### config.mk
export PLATFORM = sky130hd
export DESIGN_NAME = uart_tx_cfg
export DESIGN_NICKNAME = d
export VERILOG_FILES = /design/src/rtl/uart_tx_cfg.sv
export SDC_FILE = /design/constraint.sdc
export NUM_CORES = 1
export LEC_CHECK = 0
export BUFFER_PORTS_ARGS = -buffer_cell sky130_fd_sc_hd__buf_2
export CORE_MARGIN = 4
export CORE_UTILIZATION = 45
export DETAILED_ROUTE_END_ITERATION = 16
export HOLD_SLACK_MARGIN = 0.08
export SKIP_LAST_GASP = 1
export SYNTH_ARGS = -nofsm -noshare
export SYNTH_HDL_FRONTEND = slang
export SYNTH_SLANG_ARGS = --single-unit
### constraint.sdc
create_clock -name clk -period 4.4 [get_ports clk]
set_input_delay 0.66 -clock clk [delete_from_list [all_inputs] [get_ports clk]]
set_output_delay 0.66 -clock clk [all_outputs]
set_load 0.02 [all_outputs]
### src/rtl/uart_tx_cfg.sv
// Configurable UART transmitter: small input FIFO, runtime baud divisor,
// parity (none/even/odd), 1 or 2 stop bits, back-to-back frames with no idle gap.
module uart_tx_cfg #(
    parameter int CLK_FREQ   = 50000000,
    parameter int BAUD_RATE  = 9600,
    parameter int DATA_BITS  = 8,
    parameter int FIFO_DEPTH = 4
) (
    input  logic                          clk,
    input  logic                          rst,
    input  logic [DATA_BITS-1:0]          s_data,
    input  logic                          s_valid,
    output logic                          s_ready,
    input  logic [15:0]                   clk_div,
    input  logic [1:0]                    parity_mode,
    input  logic                          stop2,
    output logic                          tx,
    output logic                          tx_busy,
    output logic                          tx_done,
    output logic [$clog2(FIFO_DEPTH):0]   fifo_level
);

    localparam int              AW       = $clog2(FIFO_DEPTH);
    localparam logic [15:0]     DEF_DIV  = 16'(CLK_FREQ / BAUD_RATE);
    localparam logic [AW:0]     DEPTH_L  = (AW+1)'(FIFO_DEPTH);
    localparam logic [3:0]      LAST_BIT = 4'(DATA_BITS - 1);

    typedef enum logic [2:0] {IDLE, START, DATA, PARITY, STOP} state_t;

    logic [DATA_BITS-1:0] mem [FIFO_DEPTH];
    logic [AW-1:0]        wr_ptr, rd_ptr;
    logic                 push, pop, fifo_empty;
    logic [DATA_BITS-1:0] head;

    state_t               state, state_n;
    logic [15:0]          baud_cnt, baud_n;
    logic [3:0]           bit_cnt, bit_n;
    logic [DATA_BITS-1:0] shreg, sh_n;
    logic [15:0]          div_lat, div_n, eff_div;
    logic                 par_en, par_en_n, par_bit, par_bit_n, stop2_lat, stop2_n;
    logic                 tx_n, busy_n, done_n, start_frame, wrap;

    // A full FIFO refuses a push even when a pop happens in the same cycle.
    assign s_ready    = (fifo_level < DEPTH_L);
    assign fifo_empty = (fifo_level == '0);
    assign push       = s_valid && s_ready;
    assign head       = mem[rd_ptr];

    assign eff_div = (clk_div == 16'd0) ? DEF_DIV :
                     (clk_div < 16'd3)  ? 16'd2   : clk_div;
    assign wrap    = (baud_cnt == div_lat - 16'd1);

    always_ff @(posedge clk) begin
        if (push) mem[wr_ptr] <= s_data;
    end

    always_ff @(posedge clk or posedge rst) begin
        if (rst) begin
            wr_ptr     <= '0;
            rd_ptr     <= '0;
            fifo_level <= '0;
        end else begin
            if (push) wr_ptr <= wr_ptr + 1'b1;
            if (pop)  rd_ptr <= rd_ptr + 1'b1;
            case ({push, pop})
                2'b10:   fifo_level <= fifo_level + 1'b1;
                2'b01:   fifo_level <= fifo_level - 1'b1;
                default: fifo_level <= fifo_level;
            endcase
        end
    end

    // Next-state logic; start_frame is shared by IDLE and the end of the last stop bit
    // so that queued words follow each other with zero idle cycles.
    always_comb begin
        state_n     = state;
        baud_n      = wrap ? 16'd0 : baud_cnt + 16'd1;
        bit_n       = bit_cnt;
        sh_n        = shreg;
        div_n       = div_lat;
        par_en_n    = par_en;
        par_bit_n   = par_bit;
        stop2_n     = stop2_lat;
        tx_n        = tx;
        busy_n      = tx_busy;
        done_n      = 1'b0;
        start_frame = 1'b0;
        pop         = 1'b0;

        case (state)
            IDLE: begin
                baud_n = 16'd0;
                tx_n   = 1'b1;
                busy_n = 1'b0;
                if (!fifo_empty) start_frame = 1'b1;
            end
            START: begin
                if (wrap) begin
                    tx_n    = shreg[0];
                    sh_n    = shreg >> 1;
                    bit_n   = 4'd0;
                    state_n = DATA;
                end
            end
            DATA: begin
                if (wrap) begin
                    if (bit_cnt == LAST_BIT) begin
                        bit_n = 4'd0;
                        if (par_en) begin
                            tx_n    = par_bit;
                            state_n = PARITY;
                        end else begin
                            tx_n    = 1'b1;
                            state_n = STOP;
                        end
                    end else begin
                        tx_n  = shreg[0];
                        sh_n  = shreg >> 1;
                        bit_n = bit_cnt + 4'd1;
                    end
                end
            end
            PARITY: begin
                if (wrap) begin
                    tx_n    = 1'b1;
                    bit_n   = 4'd0;
                    state_n = STOP;
                end
            end
            STOP: begin
                if (wrap) begin
                    if (stop2_lat && bit_cnt == 4'd0) begin
                        bit_n = 4'd1;
                    end else begin
                        done_n = 1'b1;
                        if (!fifo_empty) begin
                            start_frame = 1'b1;
                        end else begin
                            tx_n    = 1'b1;
                            busy_n  = 1'b0;
                            state_n = IDLE;
                        end
                    end
                end
            end
            default: state_n = IDLE;
        endcase

        // Frame configuration is frozen here until the next pop.
        if (start_frame) begin
            pop       = 1'b1;
            sh_n      = head;
            div_n     = eff_div;
            par_en_n  = (parity_mode == 2'd1) || (parity_mode == 2'd2);
            par_bit_n = (^head) ^ (parity_mode == 2'd2);
            stop2_n   = stop2;
            tx_n      = 1'b0;
            busy_n    = 1'b1;
            bit_n     = 4'd0;
            baud_n    = 16'd0;
            state_n   = START;
        end
    end

    always_ff @(posedge clk or posedge rst) begin
        if (rst) begin
            state     <= IDLE;
            baud_cnt  <= 16'd0;
            bit_cnt   <= 4'd0;
            shreg     <= '0;
            div_lat   <= 16'd2;
            par_en    <= 1'b0;
            par_bit   <= 1'b0;
            stop2_lat <= 1'b0;
            tx        <= 1'b1;
            tx_busy   <= 1'b0;
            tx_done   <= 1'b0;
        end else begin
            state     <= state_n;
            baud_cnt  <= baud_n;
            bit_cnt   <= bit_n;
            shreg     <= sh_n;
            div_lat   <= div_n;
            par_en    <= par_en_n;
            par_bit   <= par_bit_n;
            stop2_lat <= stop2_n;
            tx        <= tx_n;
            tx_busy   <= busy_n;
            tx_done   <= done_n;
        end
    end

endmodule

; ---- Yosys cells after proc, flatten, opt, wreduce, memory -nomap -nowiden
; Memory sizes are Yosys's and may differ from the RTL's.
; Cells that the tools add are included.
[word_totals]
elab_cells = 118
reg_bits = 60
inputBits = 30
mem_bits_rw = 32
output_inout_bits = 7
mem_count = 1
[op_classes]
reduce_logical = 19
n_bitwise = 1
addsub = 7
n_eq_ne = 21
order_cmp = 2
muxes = 53
[mem_list]
columns = name, depth, word_bits, rd, rd_ports_with_merged_regs, write_ports, line
row1 = mem, 4, 8, 1, 0, 1, 30  ; logic [DATA_BITS-1:0] mem [FIFO_DEPTH];
[ops]
columns = op, count
row1 = two-way mux 16 bit, 5
row2 = two-way mux 8 bit, 4
row3 = two-way mux 3 bit, 9
row4 = != test 3 bit (second input constant), 9
row5 = two-way mux 4 bit, 6
row6 = two-way mux 1 bit, 22
row7 = adder 16 x 1 -> 16 bit (second input constant), 1
row8 = == test 16 bit, 1
row9 = zero test 16 bit, 1
row10 = less-than comparator 16 x 2 -> 1 bit (second input constant), 1
row11 = one-hot mux 8 bit (2 select lines), 1
row12 = subtractor 16 x 1 -> 16 bit (second input constant), 1
row13 = one-hot mux 3 bit (5 select lines), 1
row14 = one-hot mux 4 bit (3 select lines), 1
row15 = AND reduction 4 bit, 2
row16 = AND reduction 8 bit, 1
row17 = parity 8 bit, 1
row18 = AND reduction 7 bit, 1
row19 = == test 3 x 2 -> 1 bit (second input constant), 2
row20 = zero test 3 bit, 2
row21 = one-hot mux 3 bit (2 select lines), 1
row22 = nonzero test 3 bit, 2
row23 = nonzero test 6 bit, 1
row24 = one-hot mux 1 bit (5 select lines), 1
row25 = 21 further kinds, 26

; ---- Depth between registers and ports, before layout
; Gate-level depths: netlist (run 1).
[depth]
ltp_word = 8
mapped_depth = 18
mapped_depth_nobuf = 15

; ---- Least setup slack after synthesis (run 1)
; No wires, ideal clock.
[synth_path]
kind = register to register
start = register div_lat[0]
end = register fifo_level[2]
t_arrival_ps = 3744
n_path_buf = 3
stages_incl_launch_ff = 19
slack_ps = 528
t_required_ps = 4272
period_less_slack_ps = 3872
setup_time_ps = 128
cell_sequence = dfrtp_1 -> clkbuf_1 -> inv_1 -> ha_1 -> nor4b_2 -> a22o_1 -> a311oi_1 -> nor3_1 -> nor3_1 -> a21oi_1 -> clkbuf_1 -> clkbuf_1 -> inv_1 -> ha_1 -> inv_1 -> fa_1 -> xor2_1 -> nor2_1 -> xnor2_1
[synth_between]
elab_chain_cells = 7
word_cells_on_any_way = 9
cone_classes = add/sub (1) / eq/ne (3) / mux (4) / reduce/logical (1)
[synth_lines]
columns = element, line
row1 = from (decl), 39  ; logic [15:0] div_lat, div_n, eff_div;
row2 = from (signal assigned), 183  ; div_lat <= div_n;
row3 = subtractor 16 x 1 -> 16 bit *, 51  ; assign wrap = (baud_cnt == div_lat - 16'd1);
row4 = == test 16 bit *, 51
row5 = two-way mux 1 bit *, 131  ; if (wrap) begin
row6 = one-hot mux 1 bit (2 select lines) *, 90  ; case (state)
row7 = two-way mux 1 bit *, 150  ; if (start_frame) begin
row8 = == test 2 x 1 -> 1 bit / == test 2 bit (equally long branches), 65  ; case ({push, pop})
row9 = one-hot mux 3 bit (2 select lines) / nonzero test 2 bit (equally long branches), -
row10 = to (signal assigned), 66  ; 2'b10: fifo_level <= fifo_level + 1'b1;
row11 = to (signal assigned), 67  ; 2'b01: fifo_level <= fifo_level - 1'b1;
row12 = to (signal assigned), 68  ; default: fifo_level <= fifo_level;
row13 = to (decl), 20  ; output logic [$clog2(FIFO_DEPTH):0] fifo_level
; Every way passes the cells marked *; elsewhere a longest branch is shown, timed or not.
; A chain may end at the register's enable or synchronous reset.

; ---- Final worst setup path (run 1)
[layout_path]
start = register div_lat[0]
end = register shreg[1]
[layout_between]
elab_chain_cells = 6
word_cells_on_any_way = 10
cone_classes = add/sub (1) / eq/ne (4) / mux (3) / reduce/logical (2)
[layout_lines]
columns = element, line
row1 = subtractor 16 x 1 -> 16 bit *, 51
row2 = == test 16 bit *, 51
row3 = two-way mux 1 bit, 131
row4 = one-hot mux 1 bit (2 select lines), 90
row5 = != test 3 bit (no line) / nonzero test 3 bit (equally long branches), -
row6 = AND reduction 4 bit (no line), -
row7 = to (signal assigned), 182  ; shreg <= sh_n;
row8 = to (decl), 38  ; logic [DATA_BITS-1:0] shreg, sh_n;
; Marked as above.

==> results of run 1 <==
[stage by stage]
stage	util, %	hold slack [ns]	worst slack (ns)
final	50.98	0.2948	0.7475
after global routing	50.98	0.3209	0.4264
after CTS	50.98	0.2990	0.7474
after detailed placement	49.37	0.4665	0.7517
after global placement	49.37	0.4634	0.8567
after floorplan	-	0.4508	0.5281
[state kept, by name (all words and copies together), names as in the netlist, 3 cells and up]
name / count
baud_cnt: 16
div_lat: 16
bit_cnt: 4
state: 3
fifo_level: 3
mem: 32
shreg: 8
[report_power, final]
group	internal (W)	leakage [nW]	switching, W
logic	0.000240	1.06	0.000277
registers	0.00102	1.03	0.000134
clock network	0.000208	0.0780	0.000300
total	0.00147	2.17	0.000710
[cell families after synthesis]
family / after synthesis / synth area share [%]
fa+ha+maj: 11 / 2.984
flops: 92 / 50.68
compound gates: 61 / 8.001
mux: 29 / 8.284
buf+inv: 45 / 3.936
xor+xnor: 48 / 8.644
simple gates: 163 / 17.47
[synth_stat cells, types with 2 or more instances]
library cell | number | area [sq um]
dfrtp_1 | 58 | 1451
nor2_1 | 47 | 176.4
edfxtp_1 | 32 | 960.9
xnor2_1 | 30 | 262.8
nand2_1 | 27 | 101.4
inv_1 | 23 | 86.33
clkbuf_1 | 18 | 67.56
nand3_1 | 18 | 90.09
o21ai_0 | 18 | 90.09
xor2_1 | 18 | 157.7
a21oi_1 | 17 | 85.08
nor3_1 | 17 | 85.08
mux2i_1 | 11 | 110.1
ha_1 | 10 | 125.1
mux2_2 | 10 | 112.6
mux4_2 | 8 | 180.2
nor4_1 | 8 | 50.05
nand4_1 | 7 | 43.79
and2_1 | 4 | 25.02
and3_1 | 4 | 25.02
or4_1 | 4 | 30.03
a211oi_1 | 3 | 22.52
a21o_1 | 3 | 22.52
a31oi_1 | 3 | 18.77
and3b_1 | 3 | 26.28
buf_6 | 3 | 33.78
nand2b_1 | 3 | 18.77
nor2b_1 | 3 | 18.77
o2111ai_1 | 3 | 26.28
o31ai_1 | 3 | 22.52
or3_1 | 3 | 18.77
dfstp_2 | 2 | 52.55
nand3b_1 | 2 | 15.01
nor4b_1 | 2 | 17.52
o21ai_1 | 2 | 10.01
o21bai_1 | 2 | 15.01
or2_2 | 2 | 12.51
or3_4 | 2 | 22.52
[layer usage]
metal  part of all wire, %  track usage, %  routed length [microns]  vias up
li1                      -               -                        -     1647
met1                    47           23.35                     4614     1634
met2                    47           25.86                     4550       71
met3                   4.2           2.717                      413       13
met4                   1.7           6.010                      165        0
met5                     0               0                        0        -
[area by class of cell]
type,instances,area (sq um)
clock buffer,11,131.4
inverter,23,86.33
clock inverter,5,36.28
fill,945,5106
multi-input combinational,312,2218
timing repair buffer,39,202.7
sequential,92,2465
tap,136,170.2
[critical path, stage by stage (launching register included)]
cell	delay, ns
dfrtp_1	0.47
inv_1	0.11
ha_1	0.27
nor4b_2	0.54
nand4_1	0.18
xnor2_1	0.21
nand4_1	0.19
or4_4	0.63
or3_1	0.58
mux2i_1	0.23
a21oi_1	0.09
[how the worst max path moves through the flow]
stage | startpoint | to | slack, ns
5_1_grt | div_lat[0]$_DFFE_PP0N_ | shreg[4]$_DFFE_PP0P_ | 0.43
3_5_place_dp | div_lat[0]$_DFFE_PP0N_ | shreg[1]$_DFFE_PP0P_ | 0.75
6_report | div_lat[0]$_DFFE_PP0N_ | shreg[1]$_DFFE_PP0P_ | 0.75
4_1_cts | div_lat[0]$_DFFE_PP0N_ | shreg[1]$_DFFE_PP0P_ | 0.75
2_1_floorplan | div_lat[0]$_DFFE_PP0N_ | fifo_level[2]$_DFFE_PP0P_ | 0.53
3_3_place_gp | div_lat[0]$_DFFE_PP0N_ | shreg[5]$_DFFE_PP0P_ | 0.86
==> results.txt, run 1 <==
Status: finished clean
Startpoint types: flip-flop
Vert. Die Dim: 112.0 microns
Worst EP required: 4.62 ns
Most frequent cells in the layout: dfrtp_1, nor2_1, buf_2
Fin Clk Skew: 0.01074 ns
RR Startpoint: div_lat[0]$_DFFE_PP0N_
Pin count of the biggest net entering global routing: 51
Top FF cell, synth: dfrtp_1
Placed cell count: 602
Final Total Pwr: 0.002175 W
Highest net fanout along the worst path: 11
Relative slew slack: 45.81%
Final period util: 83.01%
Vias in the first global route: 3326
Hold_buf cts: 0
1st-pass router iterations: 5
Clock period minus final worst setup slack: 3.653 ns
Arrival @ worst endpoint: 3.87 ns
IO buf count: 36
Commonest non-fill, non-tap cell in the layout: dfrtp_1
Clock sinks: 92
Syn avg cell area: 10.83 sq um
Slew @ Worst Pin: 0.8020 ns
Final #Nets: 518
Clock Tree Root: clkbuf_8
Internal reg-to-reg setup slack: 0.75 ns
Mapped Nets: 490
DP Area: 5142 sq um
Total track usage: 16.54%
Die W: 112.0 microns
Fmax: 273.8 MHz
Antenna cell count: 0
Clock Latency Late Sink: 0.36 ns
Num rows: 37
Max cap viols: 0
Routed WL per cell: 15.76 microns
CTS tree: built
R2R depth: 10
Worst R2R End: shreg[1]$_DFFE_PP0P_
Final WL: 9742 microns
Cell area after layout: 5310 sq um
Pwr/cell area: 409.6 nW/um^2
Synth cell types: 54
Iteration-0 DRC Markers: 149
# DRC: 0
Deepest clock path buffer count: 2
CTS Buf Count: 9
IO Pins: 37
Setup TNS Final: 0 ns
Post-Syn Area: 4863 sq um
Post-synthesis sequential area ratio: 50.68%
Final RePlAce weighted congestion: 0.9054
# H-tree levels: 3
Number of synthesized flops with an enable pin: 32
Area delta synth->final: 9.184%
Setup violations, final: 0
Lkg Pwr: 2.166 nW
Initial core utilization: 46.69%
Vias: 3365
VDD IR max: 230.0 uV
Initial antenna violation count: 0
Post-CTS Resized: 0
Remaining antenna violation count: 0
Worst hold path class: input pin to async pin
GRT overflow: 0
Clock-pin transition on the worst setup and hold timing paths: 0.10 ns
Unrepaired setup endpoints after global routing: false
Full die area: 12540 sq um
FFs w/ async S/R, synth: 65.22%
Post-CTS Setup Inserts: 0
Setup crit end kind: flip-flop
Hpwl dp: 7197 microns
Post-Layout Cell Count: 618
Share of cells above drive strength 1: 17.01%
Hold Vio Cnt, Final: 0
Max-slew violations: 0
CP Class: flip-flop to flip-flop
Core area: 10420 sq um
First-pass GRT wire length: 16690 microns
FF+latch count, synth: 92
Via/cell ratio: 5.445
Cells after synthesis: 449
Ys Warns: 0
(Power assumes the default switching activity.)
==> run 2: changes to the inputs <==
ABC_AREA = 1   (was default)
clock period = 3.25 ns   (was 4.4 ns; I/O delays follow)
==> run 2 against run 1 <==
  * Synthesized area increased by 3.6%
  * Non-clock buffer count increased by 6
  * Maximum frequency increased by 22%
  * Largest power group is now combinational cells
==> results.txt, run 2 <==
Die W: 113.8 microns (was 112.0 microns)
Hold Vio Cnt, Final: 0 (unchanged)
Synth top cells by count: nand2_1, nor2_1, inv_1, dfrtp_1, edfxtp_1 (was dfrtp_1, nor2_1, edfxtp_1, xnor2_1, nand2_1)
Fillers: 1061 (was 945)
Mux cell area share after synthesis: 0% (was 8.284%)
Unrepaired setup endpoints after global routing: false (unchanged)
Status: finished clean (unchanged)
Via/cell ratio: 4.910 (was 5.445)
Vias in the first global route: 3777 (was 3326)
Worst EP required: 3.49 ns (was 4.62 ns)
First-pass GRT wire length: 17880 microns (was 16690 microns)
FFs w/ async S/R, synth: 65.22% (unchanged)
CTS tree: built (unchanged)
Area share of the largest cell type after synthesis: 28.82% (was 29.84%)
Highest net fanout along the worst path: 3 (was 11)
Clock Latency Late Sink: 0.37 ns (was 0.36 ns)
Post-Syn Area: 5036 sq um (was 4863 sq um)
Clock sinks: 92 (unchanged)
DP Area: 5360 sq um (was 5142 sq um)
Deepest clock path buffer count: 2 (unchanged)
Biggest regs: mem: 32 flops, baud_cnt: 16 flops, div_lat: 16 flops (unchanged)
Clock Tree Root: clkbuf_8 (unchanged)
CTS Buf Count: 9 (unchanged)
Num rows: 38 (was 37)
Full die area: 12950 sq um (was 12540 sq um)
Most frequent cells in the layout: nand2_1, nor2_1, inv_1 (was dfrtp_1, nor2_1, buf_2)
Final #Nets: 693 (was 518)
Initial core utilization: 46.25% (was 46.69%)
Vert. Die Dim: 113.8 microns (was 112.0 microns)
Routed WL per cell: 13.08 microns (was 15.76 microns)
Total track usage: 17.38% (was 16.54%)
IO buf count: 36 (unchanged)
Setup crit end kind: flip-flop (unchanged)
FF+latch count, synth: 92 (unchanged)
Mapped Nets: 650 (was 490)
Share of cells above drive strength 1: 12.48% (was 17.01%)
Fmax: 334.9 MHz (was 273.8 MHz)
Pwr/cell area: 893.9 nW/um^2 (was 409.6 nW/um^2)
Commonest non-fill, non-tap cell in the layout: nand2_1 (was dfrtp_1)
VDD IR max: 411.1 uV (was 230.0 uV)
Max reg flops: 32 (unchanged)
Vias: 3913 (was 3365)
Multi-input gate area: 2202 sq um (was 2218 sq um)
Slew @ Worst Pin: 0.7824 ns (was 0.8020 ns)
Iteration-0 DRC Markers: 128 (was 149)
Clock period minus final worst setup slack: 2.986 ns (was 3.653 ns)
Post-Synth Adder-Cell Area: 2.882% (was 2.984%)
Final RePlAce weighted congestion: 0.8619 (was 0.9054)
Final core utilization: 50.90% (was 50.98%)
Largest family of logic cells by synthesized area: simple AND/OR/NAND/NOR gates (unchanged)
Top FF cell, synth: dfrtp_1 (unchanged)
Hold_buf cts: 0 (unchanged)
Placed cell count: 779 (was 602)
Final WL: 10430 microns (was 9742 microns)
Final period util: 91.86% (was 83.01%)
Startpoint types: flip-flop (unchanged)
Setup TNS Final: 0 ns (unchanged)
Core area: 10890 sq um (was 10420 sq um)
IO Pins: 37 (unchanged)
Max-slew violations: 0 (unchanged)
Ys Warns: 0 (unchanged)
Post-synthesis sequential area ratio: 48.94% (was 50.68%)
# DRC: 0 (unchanged)
Storage element area: 2465 sq um (unchanged)
Area leader, netlist: dfrtp_1 (unchanged)
Setup violations, final: 0 (unchanged)
# H-tree levels: 3 (unchanged)
Post-Layout Cell Count: 797 (was 618)
CP Class: flip-flop to flip-flop (unchanged)
Post-Synth XOR/XNOR Area: 6.261% (was 8.644%)
1st-pass router iterations: 4 (was 5)
Lkg Pwr: 2.615 nW (was 2.166 nW)
Synth cell types: 42 (was 54)
Arrival @ worst endpoint: 3.23 ns (was 3.87 ns)
Synth area leaders: dfrtp_1, edfxtp_1, nand2_1 (was dfrtp_1, edfxtp_1, xnor2_1)
Clock-pin transition on the worst setup and hold timing paths: 0.09 ns (was 0.10 ns)
Relative slew slack: 47.65% (was 45.81%)
Antenna cell count: 0 (unchanged)
Cells after synthesis: 609 (was 449)
Reg with most FFs: mem (unchanged)
Syn avg cell area: 8.269 sq um (was 10.83 sq um)
Number of synthesized flops with an enable pin: 32 (unchanged)
Remaining antenna violation count: 0 (unchanged)
Area delta synth->final: 10.04% (was 9.184%)
Initial antenna violation count: 0 (unchanged)
GRT overflow: 0 (unchanged)
Simple-gate share of the synthesized area: 27.80% (was 17.47%)
Worst hold path class: input pin to async pin (unchanged)
Hold Slack: 0.1978 ns (was 0.2948 ns)
Pin count of the biggest net entering global routing: 31 (was 51)
Cell area after layout: 5542 sq um (was 5310 sq um)
Fin Clk Skew: 0.01063 ns (was 0.01074 ns)
Compound-Gate Fraction of Synth Area: 6.634% (was 8.001%)
Max cap viols: 0 (unchanged)
Hpwl dp: 8010 microns (was 7197 microns)
Count leader, synth: nand2_1 (was dfrtp_1)
-- run 2: cell families (layout without fill, tap and decap cells) --
logic type	Yosys count	after routing
and+or+nand+nor	322	322
DFF	92	92
buffers and inverters	91	139
AOI/OAI and AO/OA	57	57
xor gates and xnor gates	36	36
adders and majority gates	11	11
-- run 2: where the power goes --
group / switching, W / leakage, nW / internal, W / total, W
Sequential: 0.000291 / 1.03 / 0.00156 / 0.00185
Combinational: 0.00155 / 1.50 / 0.000880 / 0.00243
Clock: 0.000405 / 0.0765 / 0.000274 / 0.000679
-- run 2: repair_timing --
item	4_1_cts	5_1_grt
resized for setup	0	3
setup buffers	0	2
setup endpoints to repair	0	1
-- run 2: final timing paths --
kind / from / to / slack (ns) / cells past startpoint
hold reg to reg: tx$_DFFE_PP1P_ / tx$_DFFE_PP1P_ / 0.46 / 2
max in group asynchronous: rst / div_lat[1]$_DFFE_PP1N_ / 2.28 / 3
min in group clk: stop2 / stop2_lat$_DFFE_PP0N_ / 0.33 / 3
setup / recovery: div_lat[1]$_DFFE_PP1N_ / fifo_level[2]$_DFFE_PP0P_ / 0.26 / 16
hold / removal: rst / wr_ptr[0]$_DFFE_PP0P_ / 0.20 / 2
setup reg to reg: div_lat[1]$_DFFE_PP1N_ / fifo_level[2]$_DFFE_PP0P_ / 0.26 / 16
-- run 2: per-stage QoR --
stage                     setup WS, ns  power [W]
after detailed placement        0.2321   0.004312
after global placement          0.2923   0.004258
after global routing           0.04679   0.005462
after floorplan                 0.2572   0.003775
after CTS                       0.2132   0.004997
final                           0.2644   0.004954
-- run 2: critical path, cell delays in order (launching register included) --
cell and delay [ns]:
dfstp_2 0.56, inv_1 0.05, ha_1 0.22, or2_1 0.26
nand3_1 0.07, nand3_1 0.08, nor2_1 0.10, nand2_1 0.09
nor2_4 0.16, nand3_4 0.12, a21oi_4 0.16, ha_1 0.16
inv_1 0.08, fa_2 0.34, a21oi_1 0.14, o21ai_0 0.11
xor2_1 0.16
-- run 2: per-layer routing --
metal	up-vias	GRT usage, %	share of wire (%)
met4	0	6.176	1.4
met3	10	2.546	2.5
li1	2022	-	-
met5	-	0	0
met2	42	29.72	50
met1	1839	22.58	47
-- run 2: final cells by class --
class / count / share of cell area [%]
Clock buffer: 11 / 2.371
Multi-Input combinational cell: 426 / 39.74
Clock inverter: 5 / 0.4967
Timing Repair Buffer: 45 / 4.471
Tap cell: 140 / 3.161
Inverter: 78 / 5.283
Sequential cell: 92 / 44.48
